**src/rtl/uart_tx_arbiter.sv**
```systemverilog
// uart_tx_arbiter: round-robin, packet-granular sharing of the UART TX FIFO write port.
// A granted requester keeps the port until it writes a byte flagged last, or until it
// leaves valid low for MAX_STALL locked cycles, at which point the lock is forcibly released.
// The write path is zero-latency: the owner's byte goes straight to the FIFO.
module uart_tx_arbiter #(
    parameter int unsigned BUS_SIZE  = 8,
    parameter int unsigned N_REQ     = 2,
    parameter int unsigned MAX_STALL = 16
) (
    input  logic                      clk,
    input  logic                      reset,
    input  logic [N_REQ-1:0]          i_req_valid,
    input  logic [N_REQ*BUS_SIZE-1:0] i_req_data,
    input  logic [N_REQ-1:0]          i_req_last,
    output logic [N_REQ-1:0]          o_req_ready,
    input  logic                      tx_full_signal,
    output logic [BUS_SIZE-1:0]       o_tx_data,
    output logic                      wr_signal,
    output logic [N_REQ-1:0]          o_grant,
    output logic                      o_busy,
    output logic                      o_timeout
);

    localparam int unsigned IdxW = (N_REQ > 1) ? $clog2(N_REQ) : 1;
    localparam int unsigned CntW = $clog2(MAX_STALL + 1);

    // Pointer resets to the highest index so requester 0 is searched first.
    localparam logic [IdxW-1:0] LastIdx    = IdxW'(N_REQ - 1);
    // The stall count reaches MAX_STALL on the cycle this value is seen with valid low.
    localparam logic [CntW-1:0] StallLimit = CntW'(MAX_STALL - 1);

    typedef enum logic [0:0] {
        StIdle,
        StLocked
    } state_e;

    state_e            state_q, state_d;
    logic [N_REQ-1:0]  grant_q, grant_d;
    logic [IdxW-1:0]   owner_q, owner_d;
    logic [IdxW-1:0]   ptr_q, ptr_d;
    logic [CntW-1:0]   stall_q, stall_d;
    logic              busy_q, busy_d;
    logic              timeout_q, timeout_d;

    logic              lock_open;
    logic [N_REQ-1:0]  ready;
    logic              transfer;
    logic              owner_valid;
    logic              owner_last;
    logic [BUS_SIZE-1:0] owner_data;

    logic              win_found;
    logic [IdxW-1:0]   win_idx;
    logic [IdxW-1:0]   cand;
    logic [N_REQ-1:0]  win_onehot;

    // Owner-side view: AND-OR select through the one-hot grant, all zero when idle.
    always_comb begin
        owner_valid = |(i_req_valid & grant_q);
        owner_last  = |(i_req_last & grant_q);
        owner_data  = '0;
        for (int k = 0; k < int'(N_REQ); k++) begin
            if (grant_q[k]) begin
                owner_data = owner_data | i_req_data[k*BUS_SIZE +: BUS_SIZE];
            end
        end
    end

    // Port handshake: only the owner sees ready, never while the FIFO is full or in reset.
    always_comb begin
        lock_open   = (state_q == StLocked) && !tx_full_signal && !reset;
        ready       = grant_q & {N_REQ{lock_open}};
        transfer    = |(ready & i_req_valid);
        o_req_ready = ready;
        wr_signal   = transfer;
        o_tx_data   = owner_data;
        o_grant     = grant_q;
        o_busy      = busy_q;
        o_timeout   = timeout_q;
    end

    // Round-robin search: first valid index strictly after the pointer, wrapping.
    always_comb begin
        win_found  = 1'b0;
        win_idx    = '0;
        cand       = '0;
        win_onehot = '0;
        for (int i = 1; i <= int'(N_REQ); i++) begin
            cand = IdxW'((int'(ptr_q) + i) % int'(N_REQ));
            if (!win_found && i_req_valid[cand]) begin
                win_found = 1'b1;
                win_idx   = cand;
            end
        end
        win_onehot[win_idx] = 1'b1;
    end

    // Next-state: grant on any valid in idle; release on last byte or stall expiry.
    always_comb begin
        state_d   = state_q;
        grant_d   = grant_q;
        owner_d   = owner_q;
        ptr_d     = ptr_q;
        stall_d   = stall_q;
        busy_d    = busy_q;
        timeout_d = 1'b0;

        unique case (state_q)
            StIdle: begin
                if (win_found) begin
                    state_d = StLocked;
                    grant_d = win_onehot;
                    owner_d = win_idx;
                    stall_d = '0;
                    busy_d  = 1'b1;
                end
            end
            StLocked: begin
                if (transfer) begin
                    stall_d = '0;
                    if (owner_last) begin
                        state_d = StIdle;
                        grant_d = '0;
                        busy_d  = 1'b0;
                        ptr_d   = owner_q;
                    end
                end else if (!owner_valid) begin
                    // Cycles blocked only by a full FIFO (valid high) fall through untouched.
                    if (stall_q == StallLimit) begin
                        state_d   = StIdle;
                        grant_d   = '0;
                        busy_d    = 1'b0;
                        ptr_d     = owner_q;
                        stall_d   = '0;
                        timeout_d = 1'b1;
                    end else begin
                        stall_d = stall_q + 1'b1;
                    end
                end
            end
            default: begin
                state_d = StIdle;
                grant_d = '0;
                busy_d  = 1'b0;
            end
        endcase
    end

    // State registers with synchronous reset; the lock drops at the reset edge.
    always_ff @(posedge clk) begin
        if (reset) begin
            state_q   <= StIdle;
            grant_q   <= '0;
            owner_q   <= '0;
            ptr_q     <= LastIdx;
            stall_q   <= '0;
            busy_q    <= 1'b0;
            timeout_q <= 1'b0;
        end else begin
            state_q   <= state_d;
            grant_q   <= grant_d;
            owner_q   <= owner_d;
            ptr_q     <= ptr_d;
            stall_q   <= stall_d;
            busy_q    <= busy_d;
            timeout_q <= timeout_d;
        end
    end

endmodule

```
**config.mk**
```make
export PLATFORM = sky130hd
export DESIGN_NAME = uart_tx_arbiter
export DESIGN_NICKNAME = d
export VERILOG_FILES = /design/src/rtl/uart_tx_arbiter.sv
export SDC_FILE = /design/constraint.sdc
export NUM_CORES = 1
export LEC_CHECK = 0
export CORE_MARGIN = 2
export CORE_UTILIZATION = 40
export CTS_CLUSTER_DIAMETER = 200
export CTS_CLUSTER_SIZE = 40
export DETAILED_ROUTE_END_ITERATION = 8
export PLACE_DENSITY = 0.82
export SLEW_MARGIN = 20
export SYNTH_ARGS = -nofsm -noshare
export SYNTH_HDL_FRONTEND = slang
export SYNTH_SLANG_ARGS = --single-unit
```
**constraint.sdc**
```tcl
create_clock -name clk -period 4 [get_ports clk]
set_clock_uncertainty 0.1 [all_clocks]
set_input_delay 0.8 -clock clk [delete_from_list [all_inputs] [get_ports clk]]
set_output_delay 0.8 -clock clk [all_outputs]
set_load 0.01 [all_outputs]
```
==> summary.txt <==
Run status
  • Status: finished clean

STA
  • Final critical-path setup slack: 0.5124 ns
  • Final setup vio count: 0
  • Min Clock Period, post-route: 3.488 ns
  • Slew Viols, Final: 0
  • Fmax: 286.7 MHz
  • Fin Setup TNS: 0 ns
  • Final hold vios: 0
  • RSZ-0062 raised after global routing: no
  • Slew headroom: between 60% and 70%
  • Worst Max-Slew Pin Slew: ~0.52 ns
  • Tcrit/Tclk final: 87.19%

Yosys
  • Post-Syn Instances: 82
  • Synth warn: 0
  • Post-synthesis sequential area ratio: 34.04%
  • Post-Synth XOR/XNOR Area: 0%
  • Post-Syn Area: 705.7 um^2
  • Mux share of post-synthesis cell area: 0%
  • Post-synthesis simple-gate area fraction: 24.29%
  • Distinct cell type count after synthesis: 37
  • Main combinational cell family by area after synthesis: compound AO/OA/AOI/OAI gates
  • Syn_area_per_cell: around 8.6 um^2
  • Syn nets: 106
  • Register bit total from synthesis: 12
  • Synth Area in Adders: about 1.8%
  • Synth Area in Compound Gates: a little over a third

Routing
  • Met3 wire len: 267 um
  • Remaining DRCs: 0
  • WL/cell: 13.95 um
  • DR top layer: met4
  • Routed Antenna Nets: 0
  • Vias per cell: around 6.0
  • First DRT Iteration DRCs: 9
  • WL met2: 833 um
  • WL final: ~1900 um
  • Vias: between 800 and 900
  • Met1 Wirelength: 752 um
  • DR pass1 iterations: 4

Critical path
  • WP data arrival: 2.59 ns
  • Top fanout value on the critical path: 8
  • Req. time, crit path: 3.10 ns
  • Setup crit end kind: primary output
  • WS Path Type: primary input to primary output
  • CP Launch Type: primary input

Global routing
  • Vias in the first global route: 659
  • Largest net degree at the start of global routing: 19
  • Total congestion overflow: 0
  • GR Util All Layers: around a fifth
  • Initial antenna violation count: 0
  • First-pass GRT wire length: 2829 um

Place
  • Port bufs: 37
  • Pre-CTS WS: ~0.52 ns
  • Inst Count DP: 132
  • Post-detail-place hpwl: 1446 um
  • GPL Wtd Cong: 0.9177

Power
  • Overall power: 0.2881 mW
  • Static Leak: about 0.40 nW
  • Maximum VDD drop: approximately 190 uV
  • Pwr/cell area: 261.4 mW/mm^2

Clock network
  • H-Tree Depth: 1
  • Clock sink count: 12
  • Post-CTS sizing: 0
  • Clock transition at path regs: 0.06 ns
  • CTS tree: yes
  • # Post-CTS Setup Buffers: 0
  • Clock tree buffer depth: 2
  • Root Buffer: clkbuf_4
  • Hold-fix buffers, CTS: 0
  • CTS Buf Count: 3
  • Clk_lat worst skew: roughly 0.27 ns

Finish
  • Commonest non-fill, non-tap cell in the layout: clkdlybuf4s50_1
  • Commonest non-fill, non-tap cells in the layout: clkdlybuf4s50_1 (37), dfxtp_1 (12), a22o_1 (8), nand2_1 (6), nor2_1 (5)
  • # diodes: 0
  • Layout cells sized above 1: 7.627%
  • Area growth from synthesis to layout: 56.21%
  • Post-Layout Cell Count: 135
  • Filler Cell Count: around 140
  • Nets: 144

Min path
  • Worst hold-check path type: flop to flop

Floorplanning
  • Initial Utilization: 41.78%
  • Die area: 0.002116 mm^2
  • Io pins: 38
  • Core area: 0.001689 mm^2
  • Die Ht: 46 um
  • Die Wd: 46 um
  • # rows: 15

Job
  • Max cap viols: 0
-- routing by layer --
| metal | GRT usage, % | up-vias |
|---|---|---|
| met2 | 28.61 | 53 |
| li1 | - | 394 |
| met3 | 6.349 | 4 |
| met5 | 0 | - |
| met4 | 10.29 | 0 |
| met1 | 22.71 | 359 |
-- kinds of logic after synthesis --
kind of cell	after synthesis
AO/OA/AOI/OAI	32
adder cells (fa/ha/maj)	1
buffers and inverters	7
flip-flops	12
AND/OR/NAND/NOR	30
-- per-stage QoR --
step	area, um^2	hold slack [ns]	util (%)
2_1_floorplan	705.7	0.3421	-
3_3_place_gp	1080	0.3702	63.93
3_5_place_dp	1080	0.3749	63.93
4_1_cts	1102	0.3869	65.26
5_1_grt	1102	0.4050	65.26
6_report	1102	0.3812	65.26
-- cells in the mapped netlist --
master | count | area, um^2
dfxtp_1 | 12 | 240.2
a22o_1 | 8 | 70.07
nand2_1 | 6 | 22.52
nor2_1 | 5 | 18.77
o21ai_0 | 4 | 20.02
a31oi_1 | 3 | 18.77
nand4_1 | 3 | 18.77
nor3b_1 | 3 | 22.52
a21oi_1 | 2 | 10.01
buf_2 | 2 | 10.01
clkbuf_1 | 2 | 7.510
inv_1 | 2 | 7.510
nand3_1 | 2 | 10.01
nand3b_1 | 2 | 15.01
nor2b_1 | 2 | 12.51
o31ai_1 | 2 | 15.01
or2_2 | 2 | 12.51
a211o_2 | 1 | 10.01
a211oi_1 | 1 | 7.510
a21boi_0 | 1 | 7.510
a21o_1 | 1 | 7.510
a22oi_1 | 1 | 7.510
a22oi_2 | 1 | 12.51
a311o_1 | 1 | 10.01
a31o_1 | 1 | 8.760
a32oi_1 | 1 | 8.760
a41o_1 | 1 | 10.01
and4b_1 | 1 | 10.01
buf_4 | 1 | 7.510
ha_1 | 1 | 12.51
nand2b_1 | 1 | 6.260
nor3_1 | 1 | 5.000
nor4_1 | 1 | 6.260
o21bai_1 | 1 | 7.510
o31a_1 | 1 | 8.760
o32ai_1 | 1 | 8.760
or3_4 | 1 | 11.26
-- final timing paths --
path | start | end | slack [ns] | cells after the start
worst max-delay path | i_req_valid[0] | wr_signal | 0.51 | 5
worst min-delay path | stall_q[4] | stall_q[4] | 0.38 | 1
worst max register to register | o_grant[0] | ptr_q | 1.96 | 4
worst min register to register | stall_q[4] | stall_q[4] | 0.38 | 1
-- sequential cells by signal (all words and copies together) (netlist names) --
name	flops
o_timeout	1
state_q	1
owner_q	1
ptr_q	1
stall_q	5
o_busy	1
o_grant	2
-- layout make-up --
type / instances / area, um^2 / share of cell area [%]
inverter: 2 / 7.507 / 0.6810
clock buffer: 3 / 22.52 / 2.043
tap: 17 / 21.27 / 1.930
sequential: 12 / 240.2 / 21.79
multi-input combinational: 63 / 432.9 / 39.27
timing repair buffer: 38 / 377.9 / 34.28
-- critical path: stages --
cell and delay [ns]:
clkdlybuf4s50_1 0.60, a22oi_2 0.19, or2_2 0.36, nor2_1 0.10, clkdlybuf4s50_1 0.54
-- where the power goes --
part           internal (mW)  leakage, nW  switching, mW  total, mW
Combinational         0.0516        0.290         0.0289     0.0805
Clock                 0.0348       0.0138         0.0361     0.0710
Sequential             0.125       0.0981         0.0118      0.137
Total                  0.211        0.401         0.0768      0.288
Note: power is estimated with default switching activity, not from simulation.
